--- src/rtl/axi_read_arbiter.sv ---
// Shares one AXI3 read channel between the I-cache and D-cache refill engines.
// One fixed-length INCR burst in flight; aborted I-side bursts are drained and discarded.
module axi_read_arbiter #(
    parameter int DATA_LENGTH = 32,
    parameter int BURST_LEN   = 16
) (
    input  logic                   clk,
    input  logic                   rst,

    input  logic [31:0]            i_araddr,
    input  logic                   i_arvalid,
    output logic                   i_arready,
    input  logic                   i_abort,
    output logic [DATA_LENGTH-1:0] i_rdata,
    output logic                   i_rvalid,
    output logic                   i_rlast,

    input  logic [31:0]            d_araddr,
    input  logic                   d_arvalid,
    output logic                   d_arready,
    output logic [DATA_LENGTH-1:0] d_rdata,
    output logic                   d_rvalid,
    output logic                   d_rlast,

    output logic [31:0]            ARADDR,
    output logic [3:0]             ARLEN,
    output logic                   ARVALID,
    input  logic                   ARREADY,
    input  logic [DATA_LENGTH-1:0] RDATA,
    input  logic                   RVALID,
    input  logic                   RLAST,
    output logic                   RREADY,

    output logic                   busy,
    output logic                   burst_err
);

    typedef enum logic [1:0] {IDLE, ADDR, DATA, DRAIN} state_t;

    localparam logic             OWN_I    = 1'b0;
    localparam logic             OWN_D    = 1'b1;
    localparam int               CW       = (BURST_LEN > 1) ? $clog2(BURST_LEN) : 1;
    localparam logic [CW-1:0]    LAST_CNT = CW'(BURST_LEN - 1);

    state_t        state_q;
    logic          owner_q;
    logic          last_owner_q;
    logic [CW-1:0] cnt_q;
    logic          overrun_q;
    logic          abort_pend_q;
    logic [31:0]   araddr_q;
    logic          arvalid_q;
    logic          rready_q;
    logic          burst_err_q;

    logic          grant_d;
    logic          abort_hit;
    logic [1:0]    arready_s;
    logic [1:0]    rvalid_s;
    logic [1:0]    rlast_s;
    logic [1:0]    abort_s;

    // On a tie the side that did not own the previous burst wins.
    assign grant_d   = d_arvalid && (!i_arvalid || last_owner_q == OWN_I);
    assign abort_hit = i_abort && (owner_q == OWN_I);
    assign abort_s   = {1'b0, i_abort};

    genvar gi;
    generate
        for (gi = 0; gi < 2; gi++) begin : g_side
            assign arready_s[gi] = (state_q == ADDR) && (owner_q == 1'(gi)) && ARREADY;
            assign rvalid_s[gi]  = (state_q == DATA) && (owner_q == 1'(gi)) && RVALID && !abort_s[gi];
            assign rlast_s[gi]   = rvalid_s[gi] && RLAST;
        end
    endgenerate

    assign i_arready = arready_s[0];
    assign d_arready = arready_s[1];
    assign i_rvalid  = rvalid_s[0];
    assign d_rvalid  = rvalid_s[1];
    assign i_rlast   = rlast_s[0];
    assign d_rlast   = rlast_s[1];
    assign i_rdata   = RDATA;
    assign d_rdata   = RDATA;

    assign ARADDR    = araddr_q;
    assign ARLEN     = 4'(BURST_LEN - 1);
    assign ARVALID   = arvalid_q;
    assign RREADY    = rready_q;
    assign busy      = (state_q != IDLE);
    assign burst_err = burst_err_q;

    always_ff @(posedge clk) begin
        if (rst) begin
            state_q      <= IDLE;
            owner_q      <= OWN_I;
            last_owner_q <= OWN_D;
            cnt_q        <= '0;
            overrun_q    <= 1'b0;
            abort_pend_q <= 1'b0;
            araddr_q     <= '0;
            arvalid_q    <= 1'b0;
            rready_q     <= 1'b0;
            burst_err_q  <= 1'b0;
        end else begin
            burst_err_q <= 1'b0;
            case (state_q)
                IDLE: begin
                    if (i_arvalid || d_arvalid) begin
                        araddr_q     <= grant_d ? d_araddr : i_araddr;
                        arvalid_q    <= 1'b1;
                        owner_q      <= grant_d;
                        last_owner_q <= grant_d;
                        abort_pend_q <= 1'b0;
                        state_q      <= ADDR;
                    end
                end
                ADDR: begin
                    // The address beat cannot be withdrawn; remember the abort and drain later.
                    if (abort_hit) begin
                        abort_pend_q <= 1'b1;
                    end
                    if (ARREADY) begin
                        arvalid_q <= 1'b0;
                        rready_q  <= 1'b1;
                        cnt_q     <= '0;
                        overrun_q <= 1'b0;
                        state_q   <= (abort_pend_q || abort_hit) ? DRAIN : DATA;
                    end
                end
                DATA, DRAIN: begin
                    if (RVALID) begin
                        if (RLAST) begin
                            burst_err_q <= (cnt_q != LAST_CNT);
                            rready_q    <= 1'b0;
                            state_q     <= IDLE;
                        end else begin
                            if (cnt_q == LAST_CNT) begin
                                burst_err_q <= !overrun_q;
                                overrun_q   <= 1'b1;
                            end else begin
                                cnt_q <= cnt_q + CW'(1);
                            end
                            if (state_q == DATA && abort_hit) begin
                                state_q <= DRAIN;
                            end
                        end
                    end else if (state_q == DATA && abort_hit) begin
                        state_q <= DRAIN;
                    end
                end
                default: state_q <= IDLE;
            endcase
        end
    end

endmodule

--- config.mk ---
export PLATFORM = sky130hd
export DESIGN_NAME = axi_read_arbiter
export DESIGN_NICKNAME = d
export VERILOG_FILES = /design/src/rtl/axi_read_arbiter.sv
export SDC_FILE = /design/constraint.sdc
export NUM_CORES = 1
export LEC_CHECK = 0
export ABC_CLOCK_PERIOD_IN_PS = 1600
export CAP_MARGIN = 20
export CORE_MARGIN = 3
export CORE_UTILIZATION = 33
export DETAILED_ROUTE_END_ITERATION = 12
export GPL_TIMING_DRIVEN = 0
export HOLD_SLACK_MARGIN = 0.03
export PLACE_DENSITY = 0.82
export SLEW_MARGIN = 40
export SYNTH_ARGS = -nofsm -noshare
export SYNTH_HDL_FRONTEND = slang
export SYNTH_SLANG_ARGS = --single-unit
export TNS_END_PERCENT = 100
--- constraint.sdc ---
create_clock -name clk -period 1.6 [get_ports clk]
set_input_delay 0.4 -clock clk [delete_from_list [all_inputs] [get_ports clk]]
set_output_delay 0.4 -clock clk [all_outputs]
set_load 0.005 [all_outputs]
## Word-level counts from Yosys, hierarchy flattened

Cells that the tools add are included.

- $add $sub $neg: 1
- Multiplexer cells: 29
- Reduce and logical (&&, ||, !) cells: 33
- Eq/ne operators: 13
- Bitwise gates (word level): 4

Operators by type and width:

| operator | number |
|---|---|
| 32-bit two-way mux | 1 |
| 4-bit two-way mux | 4 |
| 2-bit != test (second input constant) | 8 |
| 1-bit logical AND | 14 |
| 1-bit two-way mux | 13 |
| 2-bit two-way mux | 5 |
| 5-bit AND reduction | 2 |
| 1-bit case mux with 2 select lines | 4 |
| 4-bit case mux with 2 select lines | 1 |
| 2-bit case mux with 3 select lines | 1 |
| 3-bit AND reduction | 2 |
| 2-bit nonzero test | 3 |
| 4-bit by 1-bit adder with 4-bit output (second input constant) | 1 |
| 2-bit equality test (second input constant) | 2 |
| 4-bit equality test (second input constant) | 1 |
| 4-bit != test (second input constant) | 1 |
| 1-bit NOT | 4 |
| 2-bit AND reduction | 2 |
| 4-bit AND reduction | 1 |
| 1-bit logical NOT | 3 |
| 1-bit logical OR | 3 |
| 3-bit OR reduction | 1 |
| 2-bit by 1-bit equality test with 1-bit output (second input constant) | 1 |
| 2-bit logical NOT | 1 |
| 2-bit OR reduction | 1 |

- Logic and storage cells: 90
- Register bits: 45
- Output and inout port bits: 110

## Logic depth before layout (Yosys ltp)

- Depth in word-level cells: 7
- Mapped depth: 6
- Gate-level depth less buffers: 5

## Least setup slack after synthesis

Ideal clock, no wire load.

- Path type: reg-to-reg
- Start: register cnt_q[0]
- End: register cnt_q[3]
- Buffers on the path: 0
- Setup slack: 0.235 ns
- Arrival: 1.249 ns
- Stages on the path, launching flop included: 6
- Library setup time: 0.116 ns
- Data required time: 1.484 ns
- Cell sequence: dfxtp_1 -> ha_1 -> nand3_1 -> a2bb2oi_1 -> a211oi_1 -> a31o_2

- Cells in the longest elaborated chain, start to end: 5
- Elaborated cells on any way between the ends: 8
- Classes of those cells: add/sub: 1; eq/ne: 2; mux: 4; reduce/logical: 1

Ends and longest elaborated chain:

| what | RTL line | RTL |
|---|---|---|
| from (decl) | 48 | `logic [CW-1:0] cnt_q;` |
| from (signal assigned) | 142 | `cnt_q <= cnt_q + CW'(1);` |
| 4-bit by 1-bit adder with 4-bit output | 142 |  |
| 4-bit two-way mux | 138 | `if (cnt_q == LAST_CNT) begin` |
| 4-bit two-way mux | 133 | `if (RLAST) begin` |
| 4-bit two-way mux | 132 | `if (RVALID) begin` |
| 4-bit case mux with 2 select lines | 107 | `case (state_q)` |

Several ways; a longest one is shown, not always the timed one. The select of a mux whose other input is x is not followed.
A chain may end at the register's enable or synchronous reset.

## Worst setup path after layout

- Start: register state_q[1]
- End: output i_rlast

- Cells in the longest elaborated chain, start to end: 5

Ends and longest elaborated chain:

| what | RTL line | RTL |
|---|---|---|
| from (decl) | 45 | `state_t state_q;` |
| from (signal assigned) | 128 | `state_q <= (abort_pend_q \|\| abort_hit) ? DRAIN : DATA;` |
| 2-bit equality test | 72 | `assign rvalid_s[gi] = (state_q == DATA) && (owner_q == 1'(gi)) && RVALID && !abort_s[gi];` |
| 1-bit logical AND (3 in series) | 72 |  |
| 1-bit logical AND | 73 | `assign rlast_s[gi] = rvalid_s[gi] && RLAST;` |
| to (decl) | 16 | `output logic i_rlast,` |

No other way between the ends.

==> impl_metrics.yaml <==
floorplan:
  rows: 32
  start_util: 0.3441
  fp.dieH_um: 96.23
  dieArea_mm2: 0.009259
  die_x_um: 96.23
  boundaryPins: 214
  core_mm2: 0.007807
drt:
  route.top_layer_used: "met4"
  dr_wl_met3_mm: 1.004
  drt-met1-wl_mm: 2.721
  wirelength_mm: 7.824
  viasPerCell: 4.457
  drc_errors: 0
  postRouteAntennaNets: 0
  dr_wl_met2_mm: 4.013
  first_iter_violations: 64
  firstDrtPassIters: 4
  vias: 2634
  routedWlPerCell_um: 13.24
cts:
  clock_latency_ps: 300
  cts_tree: "done"
  cts-root-buf: "clkbuf_8"
  cts_buffer_depth: 2
  htree_levels: 2
  clk_pin_slew_ps: 90
  cts_num_sinks: 45
  cts_buffers: 5
cells_and_area:
  syn_to_final_growth_pct: 83.79
  antennaDiodeCount: 0
  final_area_mm2: 0.004937
  final_common_cell: "clkdlybuf4s50_1"
  mostFrequentLayoutCells: "151 x clkdlybuf4s50_1, 80 x buf_4, 40 x dfxtp_1"
  layout-drive-gt1-share: 0.3067
  nets: 593
  fill_cells: 661
  final_cells: 591
synth:
  yosys.area_share.simple: 0.1178
  netlist_area_mm2: 0.002686
  synthMuxAreaShare: 0.1230
  async_reset_ff_frac: 0
  yosysTopAreaCell: "dfxtp_1"
  syn_avg_cell_area_um2: 9.295
  yosysWarningCount: 0
  synth_xor_area_frac: 0.003260
  synthTopCellsByArea: "dfxtp_1 34%, buf_4 20%, mux2i_1 12%, a211oi_2 9.3%, nor2_1 5.7%"
  synth_top_family_by_area: "buffers and inverters"
  synth_cell_types: 35
  synth_top_area_share: 0.3354
  seq_area_frac_synth: 0.3354
  netlist_instances: 289
  synth-compound-area-share: 0.1733
  synthAdderAreaFrac: 0.004658
  ys.flop_type: "dfxtp_1"
  synth_edf_count: 0
  ys_ff_latch: 45
worst_setup_path:
  critPathKind: "flop to output port"
  critPathCaptureType: "output port"
  cp.required_ps: 1200
  worst_ep_arrival_time_ps: 1350
  start_kind: "flop"
  crit_fanout: 2
min_path:
  hold_path_class: "flop to flop"
place:
  port_buffers: 177
  dpl.hpwl_mm: 6.285
  dpl_worst_slack_ps: -754.1
  place_area_mm2: 0.004597
  gp_congestion: 0.7325
  dp_cells: 571
global_route:
  grt_max_degree: 15
  grtUsageTotal: 0.1565
  grt_pass1_wl_mm: 11.45
  grt_pass1_vias: 2567
  grt_antenna_before_repair: 0
  grt.overflow.total: 0
outcome:
  status: "complete, but fails checks"
  violations: "negative setup slack"
sta:
  fin_crit_ps: 1751
  fmax_mhz: 571.1
  setup_viol: 3
  hold_violations: 0
  report.final.slew_viol_count: 0
  tightest_slew_ps: 689.8
  relSlewSlack: 0.5402
  min_period_over_period: 1.094
  skew_ps: 6.846
  setup_tns_ps: -348.4
  setup_ws_ps: -150.9
  rsz0062_at_grt: "true"
flow_run:
  drv_cap: 0
power:
  leakage_nw: 2.247
  pwr-share-comb: 0.358
  clkPwrFrac: 0.283
  p_seq_frac: 0.359
  intPower_w: 0.002690
  ir_worst_vdd_v: 0.0004179
  p_sw_w: 0.0009370
  powerDensity_mw_per_mm2: 734.7
  power.total_w: 0.003627
  switching_share: 0.2583
## power by group through the flow
stage                     Clock (W)  Sequential (W)  Combinational [W]
after detailed placement          0         0.00133            0.00126
after global placement            0         0.00132            0.00124
after CTS                   0.00105         0.00130            0.00131
after global routing        0.00110         0.00132            0.00141
final                       0.00103         0.00130            0.00130
after floorplan                   0         0.00134           0.000582
## cell type report
| type | count | area [um^2] | share of cell area |
|---|---|---|---|
| buffer | 84 | 671.9 | 0.1361 |
| clock buffer | 5 | 68.82 | 0.01394 |
| clock inverter | 3 | 65.06 | 0.01318 |
| inverter | 4 | 15.01 | 0.003041 |
| multi-input combinational | 159 | 1202 | 0.2435 |
| sequential | 45 | 909.6 | 0.1842 |
| tap | 102 | 127.6 | 0.02585 |
| timing repair buffer | 189 | 1877 | 0.3801 |
## per-layer routing
layer  track usage  up-vias
li1              -     1315
met1        0.1588     1181
met2        0.2956      131
met3       0.06568        7
met4       0.03318        0
met5             0        -
## timing repair
| item | 4_1_cts | 5_1_grt |
|---|---|---|
| hold buffers | 0 | 0 |
| gates resized for setup | 50 | 30 |
| cloned | 0 | 1 |
| setup endpoints to repair | 33 | 48 |
| pin swaps | 5 | 5 |
| buffers inserted | 10 | 1 |
## synthesized netlist by cell type (all sizes together) (2+ instances only)
library cell	n
nand2b	2
a21oi	9
mux2i	33
clkbuf	3
nand3b	3
and2	2
or2	3
nor3	4
nand2	9
inv	4
dfxtp	45
and3	2
buf	81
nor2	42
a211oi	33
a21boi	3
## critical path, stage by stage, from the launching register on
cell and delay [ps]:
dfxtp_2 340, buf_6 90, nand3b_1 100, buf_4 160, nor3_4 110, and2_1 140
buf_2 110
## per-stage QoR
stage          hold slack, ps  utilization
6_report                460.8       0.6324
5_1_grt                 482.2       0.6324
4_1_cts                 466.5       0.6202
3_5_place_dp            452.0       0.5888
3_3_place_gp            448.1       0.5888
2_1_floorplan           441.8            -
## flip-flops by register name, indices dropped and copies added, names as in the netlist
register	flops
burst_err	1
cnt_q	4
RREADY	1
overrun_q	1
ARVALID	1
owner_q	1
abort_pend_q	1
ARADDR	32
state_q	2
last_owner_q	1
## path summary, 6_finish.rpt
| check | startpoint | end | slack [ps] | depth (start not counted) |
|---|---|---|---|---|
| max | state_q[1] | i_rlast | -150 | 6 |
| min | RREADY | RREADY | 460 | 2 |
| max reg2reg | state_q[1] | ARADDR[16] | 140 | 7 |
| min reg2reg | RREADY | RREADY | 460 | 2 |
## logic make-up after synthesis
family / after synthesis
flops: 45
simple gates: 69
other cells: 1
mux: 33
compound gates: 51
fa+ha+maj: 1
xor+xnor: 1
buf+inv: 88
Note: power is estimated with default switching activity, not from simulation.
==> RTL change 1: new RTL, same settings <==
Reset style: asynchronous (`rst`), changed in one clocked block.
--- a/src/rtl/axi_read_arbiter.sv
+++ b/src/rtl/axi_read_arbiter.sv
@@ -90,7 +90,7 @@
     assign busy      = (state_q != IDLE);
     assign burst_err = burst_err_q;
 
-    always_ff @(posedge clk) begin
+    always_ff @(posedge clk or posedge rst) begin
         if (rst) begin
             state_q      <= IDLE;
             owner_q      <= OWN_I;
Check against the original RTL: differs if rst is asserted again (counterexample within 4 cycles, from zero or initial values and one cycle with rst high); with rst held inactive, the same outputs for 10 cycles.
==> RTL change 1 against the original RTL <==
  * Highest routed layer unchanged
  * Critical path depth down 1
  * Count of clock-buffer cells in the layout up 2
  * Worst setup slack better by 18 ps
  * Clock skew up 4.2 ps
  * Critical endpoint is now i_arready
  * Global-route usage up 0.71 points
  * Area after synthesis down 0.33%
  * Wire length up 2.3%
  * Core utilization up 1.6 points
  * First-iteration DRC count up 1.6%
  * The run still ends with negative setup slack left
  * Sequential cell count unchanged
  * Final area up 2.6%
  * Hold slack worse by 40 ps
  * Critical path type unchanged
Power is not compared: it rests on default switching activity, and its combinational part moved more than twofold at a synthesized area within 25%.
==> RTL change 1: results (changes against the original RTL) <==
bufs w/o clock 274 (+0.37%); layout clock buffer count 7 (+2); Fin Clk Skew 11.0 ps (+4.19 ps); status complete, but fails checks; GRT Util Overall 16.4% (+0.71 points); violated checks negative setup slack; placed cell count 558 (-2.3%); Avg Cell Area, Syn 9.74 sq um (+4.7%); prevailing post-synth register cell dfrtp_1; Worst path top cell family by delay flip-flops; final wirelength 8.00 mm (+2.3%); worst hold slack 421 ps (-39.8 ps); first-pass GRT wire length 11.9 mm (+3.8%); final setup violation count 7 (+4); largest net degree at the start of global routing 25 (+10); Cell Area, Placed 4610 sq um (+0.30%); CP max stage cell dfrtp_2; delay of the slowest cell on the worst path 470 ps (+130 ps); Netlist cell types 37 (+5.7%); Seq/Total Area, Yosys 42.1% (+8.6 points); Layout clock area frac 2.00% (-0.71 points); largest cells by area after synthesis dfrtp_1 41%, buf_4 19%, mux2i_1 12%, nand2_1 5.7%, o21ai_0 5.2%; Detailed Routing Iterations Pass 1 6 (+2); NonClk Buf Share 52.2% (+0.54 points); placer congestion estimate 0.771 (+5.2%); critical path peak fanout 6 (+4); layout cells sized above 1 28.7% (-1.9 points); Post-CTS Resized 51 (+2.0%); final worst-path setup slack -133 ps (+17.6 ps); reg-to-reg startpoint state_q[1]; drt via density 4.46 (about the same); Fillers 646 (-2.3%); Worst Setup SP state_q[0]; CP endpoint i_arready; Non-CTS inverters 2 (-2); multi-input gate share of total cell area 20.8% (-3.5 points); Setup Buffers After CTS 9 (-1); Post-DP HPWL 6.39 mm (+1.6%)
[RTL change 1: cell types whose count changed after synthesis, moves of 12 or more]
cell and delta:
dfrtp_1 +44, dfxtp_1 -45, o21ai_0 +28, nor2_1 -37
nand2_1 +32, a211oi_1 -12, a211oi_2 -20
[RTL change 1: layer usage]
layer	vias to the layer above	share of wire, %	GRT usage (%)
met2	115	55	30.2
met1	1198	34	18.0
met3	11	9.9	5.08
met5	-	0	0
met4	0	1.1	4.27
li1	1269	-	-
[RTL change 1: power breakdown]
group	internal (mW)	total, mW	leakage, nW	switching (mW)
registers	1.64	1.94	0.554	0.301
logic	1.71	2.70	1.96	0.987
clock network	0.391	0.765	0.0542	0.374
[RTL change 1: cell families after synthesis]
kind of cell / Yosys count / share of synthesized area [%]
flip-flops: 45 / 42.1
buffers and inverters: 82 / 22.9
adder cells (fa/ha/maj): 1 / 0.467
AO/OA/AOI/OAI: 49 / 10.8
AND/OR/NAND/NOR: 63 / 10.5
multiplexers: 34 / 13.1
other: 1 / 0.140
==> RTL change 2: new RTL, same flow settings <==
Without the edit above. The parameter `DATA_LENGTH` goes from 32 to 64.
--- a/src/rtl/axi_read_arbiter.sv
+++ b/src/rtl/axi_read_arbiter.sv
@@ -1,7 +1,7 @@
 // Shares one AXI3 read channel between the I-cache and D-cache refill engines.
 // One fixed-length INCR burst in flight; aborted I-side bursts are drained and discarded.
 module axi_read_arbiter #(
-    parameter int DATA_LENGTH = 32,
+    parameter int DATA_LENGTH = 64,
     parameter int BURST_LEN   = 16
 ) (
     input  logic                   clk,
Interface: changed (resized RDATA, d_rdata and i_rdata); port bits go from 214 to 310. No check against the original RTL was run, so the function may have changed too.
==> RTL change 2 against the original RTL <==
  * The run still ends with negative setup slack left
  * Power is 12% higher
  * Global-route usage is 3.4 points higher
  * Sequential cell count stayed put
  * First-iteration DRC count is 120% higher
  * Area after synthesis is 18% higher
  * Synthesized cell count is 22% higher
  * Largest power group is now combinational logic
  * Wire length is 45% higher
  * Critical path type unchanged
  * Worst setup slack better by 77 ps
  * Final area is 26% higher
==> RTL change 2: results (changes against the original RTL) <==
hold_sp i_abort; status complete, but fails checks; WL per Instance 15.1 microns (+14%); worst hold slack 447 ps (-13.8 ps); cells on worst reg2reg path 6 (-1); Synth top cells by count 136 x buf_4, 45 x dfxtp_1, 41 x nor2_1, 33 x mux2i_1, 20 x a211oi_2; Max Slew Vio Count 0 (unchanged); Post-Synth Adder-Cell Area 0.395% (-0.071 points); violated checks negative setup slack; worst reg2reg endpoint last_owner_q; Fillers 737 (+11%); reg-to-reg startpoint state_q[0]; Hold EP state_q[0]; maximum VDD drop 0.419 mV (+0.32%); area fraction in compound gates after synthesis 14.7% (-2.6 points); Comb pwr share 42.6% (+6.8 points); final worst-path setup slack -74.2 ps (+76.7 ps); Worst path top cell family by delay simple AND/OR/NAND/NOR gates; switching share of power 25.8% (about the same); Iter 0 DRT Violations 138 (+120%); largest cells by area after synthesis buf_4 32%, dfxtp_1 28%, mux2i_1 10%, a211oi_2 7.9%, nor2_1 4.9%; critical path peak fanout 2 (unchanged); post-synthesis mux area share 10.4% (-1.9 points); hold path cells 3 (+1); Worst EP arrival 1270 ps (-80 ps); delay of the slowest cell on the worst path between 300 and 400 ps; Seq/Total Area, Yosys 28.4% (-5.1 points); Yosys Warn Count 0 (unchanged); post-synthesis xor/xnor area fraction 0.277% (-0.049 points); final instance area 6230 sq um (+26%); # port buffers 241 (+36%); Slew headroom 49.9% (-4.1 points); Fin Clk Skew 4.70 ps (-2.15 ps); Synth Instances 353 (+22%); Fin Setup TNS -181 ps (+168 ps); placed cell count 726 (+27%); final setup violation count 3 (unchanged); CP endpoint d_rlast; Cell Area, Placed 5750 sq um (+25%); Post-DP HPWL 9.23 mm (+47%); nets 756 (+27%); GRT Util Overall 19.1% (+3.4 points); layout cells sized above 1 35.0% (+4.3 points); final cell count without fillers 749 (+27%); placer congestion estimate 0.737 (+0.60%); worst slack, placed -728 ps (+25.9 ps); worst hold path class input port to register; Leak 2.78 nW (+24%); CTS max path bufs 2 (unchanged); flop-to-flop setup slack 70 ps (-70 ps); CTS HTree Levels 2 (unchanged); first-pass GRT wire length 17.2 mm (+50%); clock share of power 25.1% (-3.2 points); DR vias 3259 (+24%)
==> RTL change 2: cell type report <==
cell class | count | area share (%)
well taps | 129 | 2.59
clock inverters | 3 | 1.04
repair buffers | 256 | 41.6
clock buffers | 5 | 1.10
plain buffers | 148 | 18.9
inverters | 4 | 0.241
flip-flops and latches | 45 | 14.6
multi-input cells | 159 | 20.0
==> RTL change 2: timing repair <==
action / 4_1_cts / 5_1_grt
cloned: 0 / 5
pin swaps: 3 / 11
endpoints found under the hold margin: 0 / 0
gates resized for setup: 49 / 38
setup endpoints to repair: 24 / 44
setup buffers: 6 / 5
==> RTL change 2: per-layer routing <==
| layer | part of all wire, % | global-route usage (%) | wire, microns |
|---|---|---|---|
| met1 | 36 | 19.6 | 4110 |
| met2 | 54 | 38.0 | 6110 |
| met3 | 8.7 | 5.83 | 988 |
| met4 | 0.90 | 3.32 | 102 |
| met5 | 0 | 0 | 0 |
